## src/rtl/reg_file_operand_stage.sv

```systemverilog
// reg_file_operand_stage: register file feeding the ALU operands.
// Two registered read ports (Src1/Src2), one write port for the ALU result,
// and a 2-bit {carry, zero} status register captured on Flag_en.
// Register 0 is hardwired to zero. Everything resets asynchronously to 0.
// Optional feature: define REG_BYPASS_EN to forward same-edge write data
// to a read port addressing the register being written.
module reg_file_operand_stage #(
    parameter int DATA_WIDTH = 32,
    parameter int ADDR_WIDTH = 5,
    parameter int REG_NUM    = 32
) (
    input  logic                  clk,
    input  logic                  rst,
    input  logic                  Read_en,
    input  logic [ADDR_WIDTH-1:0] Read_addr1,
    input  logic [ADDR_WIDTH-1:0] Read_addr2,
    input  logic                  Write_en,
    input  logic [ADDR_WIDTH-1:0] Write_addr,
    input  logic [DATA_WIDTH-1:0] Write_data,
    input  logic                  Flag_en,
    input  logic                  Alu_zero,
    input  logic                  Alu_carry,
    output logic [DATA_WIDTH-1:0] Read_data1,
    output logic [DATA_WIDTH-1:0] Read_data2,
    output logic [1:0]            Flags
);

    // Register count widened by one bit so it compares cleanly with an address.
    localparam logic [ADDR_WIDTH:0] REG_LIMIT = (ADDR_WIDTH + 1)'(REG_NUM);

    logic [DATA_WIDTH-1:0] regs [REG_NUM];
    logic                  write_ok;
    logic [DATA_WIDTH-1:0] read_next1;
    logic [DATA_WIDTH-1:0] read_next2;

    // Address exists in the file and is not the hardwired zero register.
    function automatic logic addr_writable(input logic [ADDR_WIDTH-1:0] addr);
        return (addr != '0) && ({1'b0, addr} < REG_LIMIT);
    endfunction

    // Stored value at addr; register 0 and out-of-range addresses read as 0.
    function automatic logic [DATA_WIDTH-1:0] read_reg(input logic [ADDR_WIDTH-1:0] addr);
        if (addr_writable(addr)) begin
            return regs[addr];
        end
        return '0;
    endfunction

    assign write_ok = Write_en && addr_writable(Write_addr);

    // Select the value each read port loads: stored data, or forwarded write data.
    always_comb begin
        read_next1 = read_reg(Read_addr1);
        read_next2 = read_reg(Read_addr2);
`ifdef REG_BYPASS_EN
        if (write_ok && (Write_addr == Read_addr1)) begin
            read_next1 = Write_data;
        end
        if (write_ok && (Write_addr == Read_addr2)) begin
            read_next2 = Write_data;
        end
`endif
    end

    // Register array: cleared on reset, written from the ALU result port.
    always_ff @(posedge clk or posedge rst) begin
        if (rst) begin
            for (int i = 0; i < REG_NUM; i++) begin
                regs[i] <= '0;
            end
        end else if (write_ok) begin
            regs[Write_addr] <= Write_data;
        end
    end

    // Operand outputs: load on Read_en, otherwise hold the last operands.
    always_ff @(posedge clk or posedge rst) begin
        if (rst) begin
            Read_data1 <= '0;
            Read_data2 <= '0;
        end else if (Read_en) begin
            Read_data1 <= read_next1;
            Read_data2 <= read_next2;
        end
    end

    // Status register: capture ALU carry/zero only on flagged operations.
    always_ff @(posedge clk or posedge rst) begin
        if (rst) begin
            Flags <= 2'b00;
        end else if (Flag_en) begin
            Flags <= {Alu_carry, Alu_zero};
        end
    end

endmodule
```

## config.mk

```make
export PLATFORM = sky130hd
export DESIGN_NAME = reg_file_operand_stage
export DESIGN_NICKNAME = d
export VERILOG_FILES = /design/src/rtl/reg_file_operand_stage.sv
export SDC_FILE = /design/constraint.sdc
export NUM_CORES = 2
export LEC_CHECK = 0
export CAP_MARGIN = 20
export CORE_MARGIN = 10
export CORE_UTILIZATION = 47
export DETAILED_ROUTE_END_ITERATION = 7
export MAX_ROUTING_LAYER = met4
export PLACE_DENSITY = 0.7
export SYNTH_ARGS = -nofsm -noshare
export SYNTH_HDL_FRONTEND = slang
export SYNTH_SLANG_ARGS = --single-unit
```

## constraint.sdc

```tcl
create_clock -name clk -period 57.6 [get_ports clk]
set_input_delay 11.52 -clock clk [delete_from_list [all_inputs] [get_ports clk]]
set_output_delay 11.52 -clock clk [all_outputs]
set_load 0.01 [all_outputs]
```

======== After elaboration in Yosys (flattened, before gate mapping) ========
Index checks and enable logic that the tools add are counted.
storage, ports and cells
  register bits after elaboration ......... 1090
  bits of input ports ..................... 54
operators by class
  bitwise gates (word level) .............. 3
  magnitude comparators ................... 4
  mux-type cells .......................... 15
  reduce and logical (&&, ||, !) cells .... 5
operator list
  operator                                                   count
  bitwise mux 1024 bit                                       1
  binary-select mux 32 bit (select 5 bit)                    2
  two-way mux 32 bit                                         9
  demux 32 bit (select 5 bit)                                1
  greater-or-equal comparator 6 bit (second input constant)  3
  inverter 5 -> 6 bit                                        3
  nonzero test 5 bit                                         3
  < comparator 6 x 1 -> 1 bit (second input constant)        1
  logical AND 1 bit                                          2
  two-way mux 1 bit                                          2

======== Logic depth before layout (Yosys ltp) ========
  word-level depth ........................ 6
  depth in mapped cells ................... 9
  depth with buffers taken out ............ 4

======== Worst setup path before layout ========
Ideal clock, no wire load.
  kind .................................... in2reg
  from .................................... input port Read_addr1[3]
  to ...................................... register Read_data1[10]
  setup slack ............................. 44.244 ns
  stages on the path ...................... 6
  data arrival time ....................... 13.218 ns
  required time ........................... 57.462 ns
  cells stage by stage .................... clkbuf_1 clkbuf_1 clkbuf_1 mux2_2 a2111oi_0 a21oi_1
on the way
  word-level cells in the longest chain between the ends .. 6
  elaborated cells between the ends (all ways) .. 8
ends and longest elaborated chain
  element                                                 line  text
  start, declared                                         15    input logic [ADDR_WIDTH-1:0] Read_addr1,
  inverter 5 -> 6 bit (not written as such)               44    return regs[addr];
  binary-select mux 32 bit (select 5 bit)                 44
  two-way mux 32 bit (not written as such) (2 in series)  44
  two-way mux 32 bit                                      43    if (addr_writable(addr)) begin
  two-way mux 32 bit (*)                                  46    return '0;
  end signal, assigned                                    82    Read_data1 <= read_next1;
  end, declared                                           23    output logic [DATA_WIDTH-1:0] Read_data1,
Every way passes the cells marked *; elsewhere a longest branch is shown, timed or not. The select of a mux whose other input is x is not followed.
A chain may end at the register's enable or synchronous reset.

======== Worst setup path in the final report ========
  from .................................... input port Read_addr1[0]
  to ...................................... register Read_data1[17]
The elaborated chain is that of the path after synthesis.

==> impl_results.md <==
- Worst-margin pin slew: roughly 1.1 ns
- CP startpoint kind: input port
- Hold Path Cell Cnt: 0
- Sequential-to-total area share from yosys stat: 0.481
- Setup Buffers After CTS: 0
- Final hold viol count: 0
- Root Driver: clkbuf_16
- Leakage: roughly 0.028 uW
- Synthesized area: 0.0567 sq mm
- Clock Latency Late Sink: 0.71 ns
- Synth-to-Final Area Change: 11.7%
- YS warnings: 0
- Hold Crit Class: reg2reg
- Cell Pwr Density: 34.6 mW/mm^2
- Most frequent cells in the layout: dfrtp_1, mux2_2, mux2i_1, mux4_2, nor2_1
- Layout cells sized above 1: 0.433
- Grt ovf: 0
- Max IR drop VDD: between 30 and 40 uV
- Flop and latch count out of synthesis: approximately 1100
- PortBufs: around 120
- Worst path bufs/invs: 4
- Initial core utilization: 0.473
- Final #Nets: between 3000 and 4000
- Worst path most repeated cell: buf_4
- GRT Util Overall: 0.256
- CTS Buffer Depth: 3
- Max FO, Critical Path: between 80 and 90
- Setup ws final: between 40 and 50 ns
- Worst path top cell family by delay: buffers and inverters
- CTS H-tree depth: 3
- HPWL reported at the end of detailed placement: roughly 97000 um
- Largest net degree at the start of global routing: between 100 and 150
- FP Rows: 127
- Die Footprint: around 0.13 sq mm
- Number of antenna violations at the first check in global routing: 14
- RR Startpoint: regs[518]
- Max-slew violations: 0
- First-pass DRT Iterations: 5
- Clock skew: roughly 0.026 ns
- DR vias/cell: 6.55
- DR top layer: met4
- GPL Wtd Cong: 0.812
- CP Capture Type: flop
- CTS tree: done
- CP max stage delay: about 0.76 ns
- Die X: around 370 um
- Num Clock Sinks: 1090
- Unrepaired setup endpoints after global routing: no
- Post-synthesis cell type count: 38
- CP Cell Sequence: buf_8 > buf_4 > buf_12 > or3_2 > buf_4 > o22ai_1 > a2111oi_0 > a21oi_1
- Met1 WL: between 70000 and 80000 um
- Top Ports: 120
- First-pass GRT wire length: 255000 um
- Via count: roughly 37000
- Critical Path Stages: 8
- Number of max-cap violations: 0
- Avg WL per Cell: between 30 and 40 um
- Crit path DAT: ~15 ns
- Tmin final: approximately 15 ns
- Vias in the first global route: between 30000 and 40000
- Met3 routed WL: approximately 14000 um
- Status: completed
- Final cycle utilization of the critical path: 0.259
- Die height: 367 um
- Cts hold-fix bufs: 0
- Metal2 WL: approximately 80000 um
- Clk slew on worst S/H paths: 0.06 ns
- Hold wc startpoint: regs[1014]
- R2R setup slack: roughly 55 ns
- Synth Area per Inst: around 14 sq um
- FF-to-FF End: Read_data1[6]
- DP Worst Slack: about 42 ns
- CP Class: in2reg
- Post-cts resize count: 0
- WHS Endpoint: regs[1014]
- Fmax: 67.1 MHz
- Total CTS buffers: between 100 and 150
- Residual DRC count: 0
- Syn Nets: approximately 4000
- Worst Reg-to-Reg Cells: 4
- Worst path required time: 58.16 ns
- Post-Syn Instances: about 4000
- Final ANT Viol Nets: 0
- DR iter-0 viols: around 3700
- Core footprint: between 0.1 and 0.15 sq mm
- CP max-delay cell: buf_4
- Overall routed net length: between 150000 and 200000 um
- Slew HR: 0.263
- Commonest non-fill, non-tap cell in the layout: dfrtp_1
- Setup TNS: 0 ns
- Setup violations, final: 0
==> metal layers <==
metal	track usage	up-vias
li1	-	15136
met2	0.383	1498
met3	0.0497	321
met4	0.0849	0
met5	-	-
met1	0.351	19924
==> power breakdown <==
part / leakage [uW] / switching [uW] / total, uW / internal (uW)
Combinational: 0.0116 / 165 / 411 / 246
Sequential: 0.0140 / 106 / 1010 / 908
Clock: 0.00191 / 316 / 764 / 448
Total: 0.0275 / 587 / 2190 / 1600
==> state kept, by name, summed over array words and instances, names as in the netlist <==
register and flops:
Flags 2, Read_data1 32, regs 1024, Read_data2 32
==> cell usage after synthesis <==
cell,count,area (sq um)
or3_1,4,25.0
buf_6,12,135
nand3_1,4,20.0
o2111ai_1,2,17.5
a211oi_1,2,15.0
o22ai_1,124,776
nand2b_1,66,413
clkinv_1,2,7.51
buf_4,20,150
a31o_2,2,17.5
a22o_1,60,526
or3b_2,5,43.8
mux4_2,324,7300
nor4_1,4,25.0
nor3b_1,4,30.0
nor4b_1,2,17.5
nor2b_1,2,12.5
nor4bb_1,2,20.0
buf_2,73,365
o21ai_1,1,5.00
mux2i_1,378,3780
buf_1,57,214
o211ai_1,62,465
a21oi_1,62,310
or2_2,1,6.26
and3_1,1,6.26
and3b_1,1,8.76
nand2_1,16,60.1
mux2_2,1058,11900
inv_1,1,3.75
dfrtp_1,1090,27300
o21ai_0,1,5.00
clkbuf_1,276,1040
or4_1,64,480
nand3b_1,10,75.1
nor2_1,143,537
a2111oi_0,66,578
nor3_1,5,25.0
==> cells by family (layout without fill, tap and decap cells) <==
| family | after synthesis | count (layout) | share of synthesized area |
|---|---|---|---|
| other cells | 0 | 11 | 0 |
| mux | 1760 | 1760 | 0.406 |
| buf+inv | 441 | 445 | 0.0337 |
| flops | 1090 | 1090 | 0.481 |
| simple gates | 334 | 334 | 0.0318 |
| compound gates | 382 | 382 | 0.0479 |
==> how the worst max path moves through the flow <==
stage | to | from | slack (ns)
6_report | Read_data1[17] | Read_addr1[0] | 42.69
5_1_grt | Read_data1[25] | Read_addr1[0] | 42.43
4_1_cts | Read_data2[23] | Read_addr2[1] | 42.78
3_5_place_dp | Read_data2[23] | Read_addr2[1] | 42.04
3_3_place_gp | Read_data2[24] | Read_addr2[1] | 42.09
2_1_floorplan | Flags[0] | rst | 15.39
==> through the flow <==
step | std cells | cell area (sq um) | utilization | hold WS, ns | total power, uW
final | 5634 | 63300 | 0.529 | 0.397 | 2190
after global routing | 5633 | 63300 | 0.529 | 0.410 | 2280
after CTS | 5606 | 62900 | 0.525 | 0.401 | 2190
after detailed placement | 5394 | 59000 | 0.492 | 0.388 | 1430
after global placement | 5394 | 59000 | 0.492 | 0.384 | 1410
after floorplan | 4007 | 56700 | - | 0.449 | 1310
==> layout make-up <==
class	count	area, sq um
fill	9855	56500
clock buffer	171	3370
tap	1612	2020
multi-input combinational	2476	27800
timing repair buffer	230	2360
sequential	1090	27300
inverter	3	18.8
clock inverter	41	499
antenna	11	27.5
Power figures use the tool's default switching activity.
